--- src/rtl/fifo_rr_arbiter.sv ---
//------------------------------------------------------------------------------
// fifo_rr_arbiter: drains four upstream FIFOs into one downstream FIFO.
// Optional macro ARB_STRICT_PRIO_EN selects fixed priority instead of round-robin.
// Revision: 1.0
//------------------------------------------------------------------------------
`timescale 1ns/1ps
`default_nettype none

module fifo_rr_arbiter #(
    parameter int DATA_WIDTH = 4,
    parameter int NUM_CH     = 4
) (
    input  logic                       clk,
    input  logic                       rst,
    input  logic [NUM_CH-1:0]          buf_empty_in,
    input  logic [NUM_CH*DATA_WIDTH-1:0] buf_out_in,
    input  logic                       out_almost_full,
    input  logic                       out_full,
    output logic [NUM_CH-1:0]          rd_en,
    output logic                       wr_en,
    output logic [DATA_WIDTH-1:0]      buf_out,
    output logic [1:0]                 ch_sel,
    output logic [1:0]                 state
);

    typedef enum logic [1:0] {
        IDLE  = 2'b00,
        RUN   = 2'b01,
        PAUSE = 2'b10
    } state_t;

    state_t                 r_state;
    state_t                 w_next_state;
    logic [NUM_CH-1:0]      r_rd_en;
    logic                   r_v1;
    logic [1:0]             r_ch1;
    logic                   r_wr_en;
    logic [DATA_WIDTH-1:0]  r_buf_out;
    logic [1:0]             r_ch_sel;

    logic [NUM_CH-1:0]      w_elig;
    logic                   w_any;
    logic                   w_pause;
    logic                   w_grant_ok;
    logic [1:0]             w_gnt_idx;
    logic [1:0]             w_rd_idx;

    // A channel popped last cycle still shows its pre-pop empty flag.
    assign w_elig  = ~buf_empty_in & ~r_rd_en;
    assign w_any   = |w_elig;
    assign w_pause = out_almost_full | out_full;
    assign w_rd_idx = {r_rd_en[3] | r_rd_en[2], r_rd_en[3] | r_rd_en[1]};

    always_comb begin
        w_next_state = r_state;
        w_grant_ok   = 1'b0;
        case (r_state)
            IDLE: begin
                if (w_pause) begin
                    w_next_state = PAUSE;
                end else if (w_any) begin
                    w_next_state = RUN;
                    w_grant_ok   = 1'b1;
                end
            end
            RUN: begin
                if (w_pause) begin
                    w_next_state = PAUSE;
                end else if (w_any) begin
                    w_grant_ok = 1'b1;
                end else begin
                    w_next_state = IDLE;
                end
            end
            PAUSE: begin
                if (!w_pause) begin
                    w_next_state = w_any ? RUN : IDLE;
                end
            end
            default: w_next_state = IDLE;
        endcase
    end

`ifdef ARB_STRICT_PRIO_EN
    always_comb begin
        w_gnt_idx = 2'd0;
        for (int k = NUM_CH - 1; k >= 0; k--) begin
            if (w_elig[k]) begin
                w_gnt_idx = 2'(k);
            end
        end
    end
`else
    logic [1:0] r_ptr;
    logic [1:0] w_cand;
    logic       w_found;

    // Search begins one past the last granted channel.
    always_comb begin
        w_gnt_idx = r_ptr;
        w_found   = 1'b0;
        w_cand    = r_ptr;
        for (int k = 1; k <= NUM_CH; k++) begin
            w_cand = r_ptr + 2'(k);
            if (!w_found && w_elig[w_cand]) begin
                w_found   = 1'b1;
                w_gnt_idx = w_cand;
            end
        end
    end

    always_ff @(posedge clk or negedge rst) begin
        if (!rst) begin
            r_ptr <= 2'd3;
        end else if (w_grant_ok) begin
            r_ptr <= w_gnt_idx;
        end
    end
`endif

    always_ff @(posedge clk or negedge rst) begin
        if (!rst) begin
            r_state   <= IDLE;
            r_rd_en   <= '0;
            r_v1      <= 1'b0;
            r_ch1     <= 2'd0;
            r_wr_en   <= 1'b0;
            r_buf_out <= '0;
            r_ch_sel  <= 2'd0;
        end else begin
            r_state <= w_next_state;
            r_rd_en <= '0;
            if (w_grant_ok) begin
                r_rd_en[w_gnt_idx] <= 1'b1;
            end
            // Upstream data appears one cycle after the pop strobe.
            r_v1    <= |r_rd_en;
            r_ch1   <= w_rd_idx;
            r_wr_en <= r_v1;
            if (r_v1) begin
                r_buf_out <= buf_out_in[r_ch1*DATA_WIDTH +: DATA_WIDTH];
                r_ch_sel  <= r_ch1;
            end
        end
    end

    assign rd_en   = r_rd_en;
    assign wr_en   = r_wr_en;
    assign buf_out = r_buf_out;
    assign ch_sel  = r_ch_sel;
    assign state   = r_state;

endmodule

`default_nettype wire

--- config.mk ---
export PLATFORM = sky130hd
export DESIGN_NAME = fifo_rr_arbiter
export DESIGN_NICKNAME = d
export VERILOG_FILES = /design/src/rtl/fifo_rr_arbiter.sv
export SDC_FILE = /design/constraint.sdc
export NUM_CORES = 1
export LEC_CHECK = 0
export CORE_MARGIN = 2
export CORE_UTILIZATION = 41
export CTS_BUF_LIST = sky130_fd_sc_hd__clkbuf_16
export DETAILED_ROUTE_END_ITERATION = 12
export GPL_TIMING_DRIVEN = 1
export PLACE_DENSITY = 0.77
export RECOVER_POWER = 50
export SLEW_MARGIN = 20
export SYNTH_ARGS = -nofsm -noshare
export SYNTH_HDL_FRONTEND = slang
export SYNTH_SLANG_ARGS = --single-unit
--- constraint.sdc ---
create_clock -name clk -period 1.7 [get_ports clk]
set_clock_uncertainty 0.15 [all_clocks]
set_input_delay 0.255 -clock clk [delete_from_list [all_inputs] [get_ports clk]]
set_output_delay 0.255 -clock clk [all_outputs]
set_load 0.01 [all_outputs]
==> flow_summary.yaml <==
yosys:
  synth_edf_count: 0
  ys_warn_count: 0
  yosysTopAreaCell: "dfrtp_1"
  syn_area_um2: 861
  synth.top_cells.by_count: "dfrtp_1, nor2_1, mux2_4, mux4_1"
  syn_inst: 60
  ys_seq_elements: 18
  synth.most_common_cell: "dfrtp_1"
  syn_avg_cell_area_um2: 14.3
  synth.yosys.seq_area_share_pct: 52.6
  synth_nets: 84
  yosysUniqueCellTypes: 25
  synth.top_cell.area_share_pct: 46.5
  synth_area_leaders: "dfrtp_1, mux4_1, mux2_4, dfstp_2, mux2_2"
  synth_ff_type: "dfrtp_1"
  ys_async_sr_fraction_pct: 100
pwr:
  p_sw_uw: 440
  p_int_mw: 1.24
  clkPwrFrac_pct: 27.0
  leakagePower_nw: 0.598
  ir_worst_vdd_mv: 0.776
  swShare_pct: 26.2
  seqPwrFrac_pct: 38.7
  p_per_area_mw_per_mm2: 1250
  pwr-share-comb_pct: 34.3
timing:
  timing.setup.tns_ns: 0
  worst_slew_pin_slew_ns: 0.904
  fin_crit_ns: 1.63
  holdWs_ns: 0.330
  drv_slew: 0
  setup_viol: 0
  rsz0062_at_grt: "no"
  slew_headroom_pct: 39.7
  finalHoldViolCount: 0
  fin_crit_sh_pct: 96.1
  clock.fmax_mhz: 612
clock_network:
  cts.path.max_buffers: 2
  cts_tree: "built"
  post_cts_resized: 0
  clk_pin_slew_worst_paths_ns: 0.05
  cts_root_buffer: "clkbuf_16"
  clock-sinks: 18
  clk_latency_ns: 0.24
  cts_buffers: 3
  postCtsHoldBufs: 0
  post_cts_buffers: 0
  h-tree-depth: 1
final_layout:
  multi_input_area_um2: 400
  area_delta_synth_final_pct: 56.5
  fin_cells: 129
  final-seq-area_um2: 453
  fin_area_mm2: 0.00135
  n_antenna_cell: 0
  fin_util_pct: 68.7
  drive_gt1_share_pct: 20.6
  nets: 127
  fillers: 166
floorplan:
  fp.dieW_um: 49.8
  start_util_pct: 43.9
  dieArea_mm2: 0.00248
  fp-row-count: 16
  ioPinCount: 37
  die_height_um: 49.8
  coreArea_mm2: 0.00196
critical_path:
  cp-end-kind: "flop"
  crit_arrival_ns: 1.64
  critPathKind: "in -> reg"
  rrSetupSlack_ns: 0.10
  critPathLaunchType: "input pin"
  crit_path_max_fanout: 4
  worstPathRequired_ns: 1.71
placement:
  dp_hpwl_um: 1550
  routabilityCongestion: 0.764
  place.port_buffers: 36
  placed_cell_area_mm2: 0.00127
  dp.cells: 125
route:
  wl_per_cell_um: 15.0
  detail-route-antenna-nets: 0
  drt_iter0_markers: 2
  dr.pass1.iters: 4
  wirelength_um: 1940
  num_vias: 684
  drc_errors: 0
  viasPerCell: 5.30
global_route:
  grt-ovfl-total: 0
  first_global_vias: 700
  grt_usage_pct: 17.9
  antenna_found_initial: 0
  grt_max_degree: 19
  grt_pass1_wl_um: 3320
outcome:
  outcome: "complete, no violations"
job:
  cap_violations: 0
min_path:
  holdCritPathClass: "reg -> reg"
==> placed cells by master (no fill, tap or decap), types with 3 or more instances in the layout <==
cell type / netlist / layout
dfrtp_1: 16 / 16
nor2_1: 5 / 5
mux4_1: 4 / 4
clkbuf_16: 0 / 3
clkdlybuf4s50_1: 0 / 34
mux2_2: 3 / 3
mux2_4: 4 / 4
o221ai_1: 3 / 3
==> flip-flops by register name (all words and copies together) (netlist names) <==
register  flops
buf_out       4
rd_en         4
r_v1          1
wr_en         1
r_ptr         2
ch_sel        2
r_ch1         2
state         2
==> layout make-up <==
cell class	instances	share of cell area, %
clock buffers	3	5.57
clock inverters	1	0.279
inverters	1	0.279
multi-input cells	40	29.7
flip-flops and latches	18	33.6
repair buffers	39	28.0
well taps	27	2.51
==> worst max-delay path, cell delays in order <==
cell	delay, ns
clkdlybuf4s50_1	0.41
or2_1	0.28
o221ai_1	0.27
a22o_2	0.25
nor3b_2	0.18
==> worst paths after layout <==
path	from	endpoint	cells after the start
max in group asynchronous	rst	buf_out[1]	2
max	buf_empty_in[1]	rd_en[1]	5
min	state[0]	state[0]	1
min reg2reg	state[0]	state[0]	1
max reg2reg	rd_en[1]	rd_en[1]	4
min in group asynchronous	rst	r_v1	2
==> metrics by stage <==
stage	setup WS [ns]	power (mW)
floorplan	0.213	0.959
global placement	-0.114	1.22
detailed placement	-0.190	1.24
CTS	0.0630	1.71
global route	0.0158	1.77
finish	0.0664	1.68
==> kinds of logic after synthesis <==
| family | Yosys count | share of synthesized area, % |
|---|---|---|
| buffers and inverters | 2 | 0.871 |
| AO/OA/AOI/OAI | 11 | 10.0 |
| multiplexers | 11 | 23.1 |
| flip-flops | 18 | 52.6 |
| AND/OR/NAND/NOR | 18 | 13.4 |
==> power groups by stage <==
stage	logic, mW	registers (mW)	clock network (mW)
2_1_floorplan	0.291	0.667	0
3_5_place_dp	0.583	0.657	0
4_1_cts	0.586	0.652	0.468
6_report	0.577	0.651	0.454
5_1_grt	0.617	0.667	0.491
3_3_place_gp	0.566	0.653	0
==> per-layer routing <==
metal	track usage (%)	vias to the layer above	share of wire (%)
li1	-	321	-
met5	0	-	0
met3	6.06	5	10
met2	29.6	34	45
met1	20.3	324	42
met4	9.72	0	2.3
Note: power is estimated with default switching activity, not from simulation.
